### config.mk
export PLATFORM = sky130hd
export DESIGN_NAME = uart_tx_arb
export DESIGN_NICKNAME = d
export VERILOG_FILES = /design/src/rtl/uart_tx_arb.sv
export SDC_FILE = /design/constraint.sdc
export NUM_CORES = 1
export LEC_CHECK = 0
export ABC_AREA = 1
export CORE_MARGIN = 2
export CORE_UTILIZATION = 35
export CTS_CLUSTER_SIZE = 16
export DETAILED_ROUTE_END_ITERATION = 16
export HOLD_SLACK_MARGIN = 0.1
export SLEW_MARGIN = 20
export SYNTH_ARGS = -nofsm -noshare
export SYNTH_HDL_FRONTEND = slang
export SYNTH_SLANG_ARGS = --single-unit
### constraint.sdc
create_clock -name clk -period 4.2 [get_ports clk]
set_input_delay 0.63 -clock clk [delete_from_list [all_inputs] [get_ports clk]]
set_output_delay 0.63 -clock clk [all_outputs]
set_load 0.02 [all_outputs]
### src/rtl/uart_tx_arb.sv
// uart_tx_arb
//   Round-robin arbiter that lets N_REQ requesters share one UART transmitter.
//   Each frame runs IDLE -> ISSUE -> WAIT_DONE -> IDLE. If the TX engine
//   never reports completion, the frame is dropped after TIMEOUT_CYC cycles.
//
// Ports
//   clk          : clock; all state changes on the rising edge
//   rst          : asynchronous, active-high reset
//   en           : allows new grants; a frame already started always runs to its end
//   req[N_REQ]   : per-requester transmit request, held until its gnt
//   data[8*N_REQ]: per-requester byte; requester i drives bits [8i+7:8i]
//   gnt[N_REQ]   : one-hot, one-cycle grant pulse (coincident with tx_start)
//   tx_start     : one-cycle start pulse to the TX engine
//   tx_data[8]   : byte latched at grant time, held until the next grant
//   tx_done      : end-of-frame pulse from the TX engine
//   busy         : high whenever a frame is in flight (state != IDLE)
//   cur_id[3]    : index of the most recently granted requester
//   err_timeout  : one-cycle pulse when a frame is aborted by timeout
module uart_tx_arb #(
    parameter int N_REQ       = 4,
    parameter int TIMEOUT_CYC = 65535
) (
    input  logic               clk,
    input  logic               rst,
    input  logic               en,
    input  logic [N_REQ-1:0]   req,
    input  logic [8*N_REQ-1:0] data,
    output logic [N_REQ-1:0]   gnt,
    output logic               tx_start,
    output logic [7:0]         tx_data,
    input  logic               tx_done,
    output logic               busy,
    output logic [2:0]         cur_id,
    output logic               err_timeout
);

    localparam int                 PTR_W    = (N_REQ > 1) ? $clog2(N_REQ) : 1;
    localparam logic [15:0]        CNT_LAST = 16'(TIMEOUT_CYC - 1);
    localparam logic [N_REQ-1:0]   GNT_ONE  = {{(N_REQ-1){1'b0}}, 1'b1};

    typedef enum logic [1:0] {
        IDLE      = 2'd0,
        ISSUE     = 2'd1,
        WAIT_DONE = 2'd2
    } state_t;

    state_t           state_q, state_d;
    logic [PTR_W-1:0] ptr_q, ptr_d;
    logic [2:0]       cur_id_q, cur_id_d;
    logic [7:0]       tx_data_q, tx_data_d;
    logic [15:0]      cnt_q, cnt_d;
    logic             err_q, err_d;

    // Per-requester byte lanes.
    logic [7:0] data_bytes [N_REQ];
    generate
        for (genvar gi = 0; gi < N_REQ; gi++) begin : g_bytes
            assign data_bytes[gi] = data[8*gi +: 8];
        end
    endgenerate

    // Winner search: scan upward from ptr, wrapping, first set bit wins.
    logic             win_found;
    logic [PTR_W-1:0] win_idx;
    logic [PTR_W-1:0] cand;
    logic [PTR_W-1:0] ptr_after_win;

    always_comb begin
        win_found = 1'b0;
        win_idx   = '0;
        cand      = '0;
        for (int k = 0; k < N_REQ; k++) begin
            cand = PTR_W'((int'(ptr_q) + k) % N_REQ);
            if (!win_found && req[cand]) begin
                win_found = 1'b1;
                win_idx   = cand;
            end
        end
    end

    assign ptr_after_win = PTR_W'((int'(win_idx) + 1) % N_REQ);

    // Next-state and Moore outputs.
    always_comb begin
        state_d   = state_q;
        ptr_d     = ptr_q;
        cur_id_d  = cur_id_q;
        tx_data_d = tx_data_q;
        cnt_d     = cnt_q;
        err_d     = 1'b0;
        gnt       = '0;
        tx_start  = 1'b0;

        case (state_q)
            IDLE: begin
                if (en && win_found) begin
                    state_d   = ISSUE;
                    cur_id_d  = 3'(win_idx);
                    tx_data_d = data_bytes[win_idx];
                    ptr_d     = ptr_after_win;
                end
            end
            ISSUE: begin
                // tx_done is deliberately ignored here.
                tx_start = 1'b1;
                gnt      = GNT_ONE << cur_id_q;
                cnt_d    = '0;
                state_d  = WAIT_DONE;
            end
            WAIT_DONE: begin
                // tx_done is checked first so it wins over a coincident timeout.
                if (tx_done) begin
                    state_d = IDLE;
                    cnt_d   = '0;
                end else if (cnt_q == CNT_LAST) begin
                    state_d = IDLE;
                    cnt_d   = '0;
                    err_d   = 1'b1;
                end else begin
                    cnt_d = cnt_q + 16'd1;
                end
            end
            default: begin
                state_d = IDLE;
            end
        endcase
    end

    always_ff @(posedge clk or posedge rst) begin
        if (rst) begin
            state_q   <= IDLE;
            ptr_q     <= '0;
            cur_id_q  <= '0;
            tx_data_q <= 8'h00;
            cnt_q     <= '0;
            err_q     <= 1'b0;
        end else begin
            state_q   <= state_d;
            ptr_q     <= ptr_d;
            cur_id_q  <= cur_id_d;
            tx_data_q <= tx_data_d;
            cnt_q     <= cnt_d;
            err_q     <= err_d;
        end
    end

    assign tx_data     = tx_data_q;
    assign cur_id      = cur_id_q;
    assign busy        = (state_q != IDLE);
    assign err_timeout = err_q;

endmodule

==> summary.md <==
| Metric | Value |
|---|---|
| Worst reg-to-reg setup slack | 1870 ps |
| Min Tclk post-route | roughly 2500 ps |
| Primary FF master, synth | dfrtp_1 |
| Worst r2r dst | tx_data[1]$_DFFE_PP0P_ |
| Max clock buf depth | 2 |
| RD Place Congestion | 0.794 |
| Startpoint Class | flop |
| Area contributors post-synth | dfrtp_1 35%, nand2_1 17%, inv_1 9.7% |
| Average vias per placed instance | ~4.7 |
| Placed cell count | between 400 and 500 |
| R2R cell count | 11 |
| Die X-Extent | approximately 84 um |
| Hold WS | between 400 and 500 ps |
| # IOs | 58 |
| Critical path buffer and inverter count | 3 |
| DP HPWL | about 4000 um |
| CP max FO | 5 |
| Leakage power | 1.51 nW |
| Number of max-cap violations | 0 |
| Routed length per instance | approximately 11 um |
| Vias | around 2200 |
| Area Overhead vs Synth | 32.8% |
| Count leader, synth | nand2_1 |
| Yosys top cell area share | approximately a third |
| Ys async rst share | 100% |
| Initial Util | between 30% and 40% |
| CP top delay family | buffers and inverters |
| CP cell instances | inv_1, ha_1, inv_1, nor3_1, clkdlybuf4s50_1 |
| Layout cells sized above 1 | under 10% |
| Final hold violations | 0 |
| Worst-path clk slew | ~70 ps |
| Setup WS pre-CTS | approximately 1500 ps |
| Setup Fix Bufs, Post-CTS | 0 |
| Global-route wire length before repair | approximately 9100 um |
| RSZ-0062 raised after global routing | no |
| Routed wire length | between 5000 and 6000 um |
| Setup ws final | around 1700 ps |
| Hold wc startpoint | tx_data[5]$_DFFE_PP0P_ |
| Area leader, netlist | dfrtp_1 |
| First drt pass iteration count | 4 |
| Max H-tree Level | 2 |
| Hold Crit Depth | 2 |
| Seq/Total Area, Yosys | between 30% and 40% |
| Final setup viols | 0 |
| CP Data Required Time | between 3000 and 4000 ps |
| Post-synthesis cell area | approximately 0.0022 mm2 |
| Antenna-violating nets left | 0 |
| Total congestion overflow | 0 |
| Post-Route Setup TNS | 0 ps |
| Final Skew | between 6 and 7 ps |
| Worst min-delay path endpoint | tx_data[5]$_DFFE_PP0P_ |
| Die height | 84.0 um |
| Synth cell types | 30 |
| Final cell count without fillers | between 400 and 500 |
| CTS buffer count | 5 |
| CP most frequent cell | inv_1 |
| CTS tree | built |
| Hold buffer count at CTS | 0 |
| Hold/Removal Path Class | reg -> reg |
| Crit-path slowest cell | clkdlybuf4s50_1 |
| Worst Tran Pin Value | 604 ps |
| Antenna cells | 0 |
| Core Rows | 29 |
| Vias in the first global route | between 2000 and 2500 |
| Synthesized area per cell | a little under 7 um2 |
| Clk root buf | clkbuf_8 |
| Power density over cell area | approximately 700 mW/mm2 |
| Initial DRC Count | about 110 |
| Syn_nets | approximately 380 |
| Fmax | 0.408 GHz |
| Crit-path max cell delay | between 600 and 700 ps |
| Core area | 0.00628 mm2 |
| Pin count of the biggest net entering global routing | 30 |
| Final Max Tran Viols | 0 |
| Layout Nets | 434 |
| Worst vdd rail ir drop | 0.474 mV |
| Remaining DRCs | 0 |
| CP Capture Type | primary output |
| Status | completed |
| Critical path type | reg -> out |
| Synth Warn # | 0 |
| Antenna violations before repair | 0 |
| Number of synthesized flops with an enable pin | 0 |
| Syn Inst Count | between 300 and 400 |
| Clock latency reported for the late side of the worst-skew pair | ~280 ps |
| Synth top cells by count | 101 x nand2_1, 58 x inv_1, 31 x dfrtp_1 |
| Reg2Reg Launch Point | ptr_q[0]$_DFFE_PP0P_ |
| Levels on crit path | 5 |
| # port buffers | 56 |
| Final worst path period share | between 50% and 60% |
| Slew HR | about three fifths |
| Post-CTS sizing | 0 |
| Die ar. | around 0.007 mm2 |
| Crit path DAT | 1820 ps |
| Gr usage total | 15.3% |
| Post-synthesis register bit count | 31 |
| CTS sink cnt | 31 |
==> worst reg2reg max path, stage by stage (launching register included) <==
cell and delay [ps]:
dfrtp_1 580, inv_2 180, nand2_1 130, nand3_1 90, nand2_1 100, inv_1 100
nand3_4 210, nand2_1 170, nor2_4 300, inv_1 220, nand2_1 100, nand2_1 50
==> power by group <==
part	internal (W)	switching [W]	total (W)
combinational	0.000488	0.000861	0.00135
sequential	0.000372	0.0000647	0.000436
clock	0.000192	0.000113	0.000305
==> placed cells by master, fill, tap and decap left out, types with 2 or more instances in the layout <==
| cell | count |
|---|---|
| nand2_1 | 101 |
| inv_1 | 57 |
| clkdlybuf4s50_1 | 56 |
| dfrtp_1 | 31 |
| nand3_1 | 27 |
| nand4_1 | 21 |
| nor2_1 | 19 |
| nor3_1 | 12 |
| nand2_2 | 7 |
| inv_2 | 6 |
| o21ai_0 | 6 |
| ha_1 | 6 |
| clkbuf_8 | 6 |
| a21oi_1 | 5 |
| nand3_2 | 3 |
| nor3b_1 | 3 |
| xor2_1 | 3 |
| nor2_4 | 2 |
| nand3_4 | 2 |
| o21ai_1 | 2 |
| xnor2_1 | 2 |
| buf_4 | 2 |
==> per-layer routing <==
metal  global-route usage [%]  vias to the layer above  routed length [um]
met4                     3.67                        0                  53
met2                     24.8                       53                2260
met5                        0                        -                   0
li1                         -                     1159                   -
met3                     3.56                        6                 323
met1                     20.5                      952                2640
==> logic make-up (layout without fill, tap and decap cells) <==
group           count (synthesis)  in the layout  share of synthesized area, %
other cells                     1              1                         0.167
flops                          31             31                          34.6
xor+xnor                        5              5                          1.95
compound gates                 16             16                          4.07
simple gates                  201            201                          42.9
fa+ha+maj                       6              6                          3.35
buf+inv                        71            129                          13.0
==> worst max-delay path by stage <==
stage,start,endpoint
after floorplan,state_q[1]$_DFFE_PP0P_,gnt[0]
after global placement,req[1],tx_data[3]$_DFFE_PP0P_
after detailed placement,req[2],tx_data[2]$_DFFE_PP0P_
after CTS,state_q[1]$_DFFE_PP0P_,gnt[2]
after global routing,req[1],tx_data[0]$_DFFE_PP0P_
final,state_q[1]$_DFFE_PP0P_,gnt[2]
==> stage by stage <==
step                power [W]  utilization (%)  area [um2]
floorplan             0.00147                -        2240
global placement      0.00178             45.5        2860
detailed placement    0.00180             45.5        2860
CTS                   0.00212             47.4        2980
global route          0.00231             47.4        2980
finish                0.00209             47.4        2980
==> final cells by class <==
cell class / instances / area [um2]
tap: 77 / 96.3
sequential: 31 / 776
multi-input combinational: 229 / 1170
timing repair buffer: 58 / 576
fill: 660 / 3300
clock buffer: 6 / 82.6
inverter: 63 / 236
clock inverter: 2 / 35.0
==> flip-flops by register name, indices dropped and copies added, names as in the netlist <==
register     cells
cnt_q           16
tx_data          8
cur_id           2
ptr_q            2
state_q          2
err_timeout      1
Power figures use the tool's default switching activity.
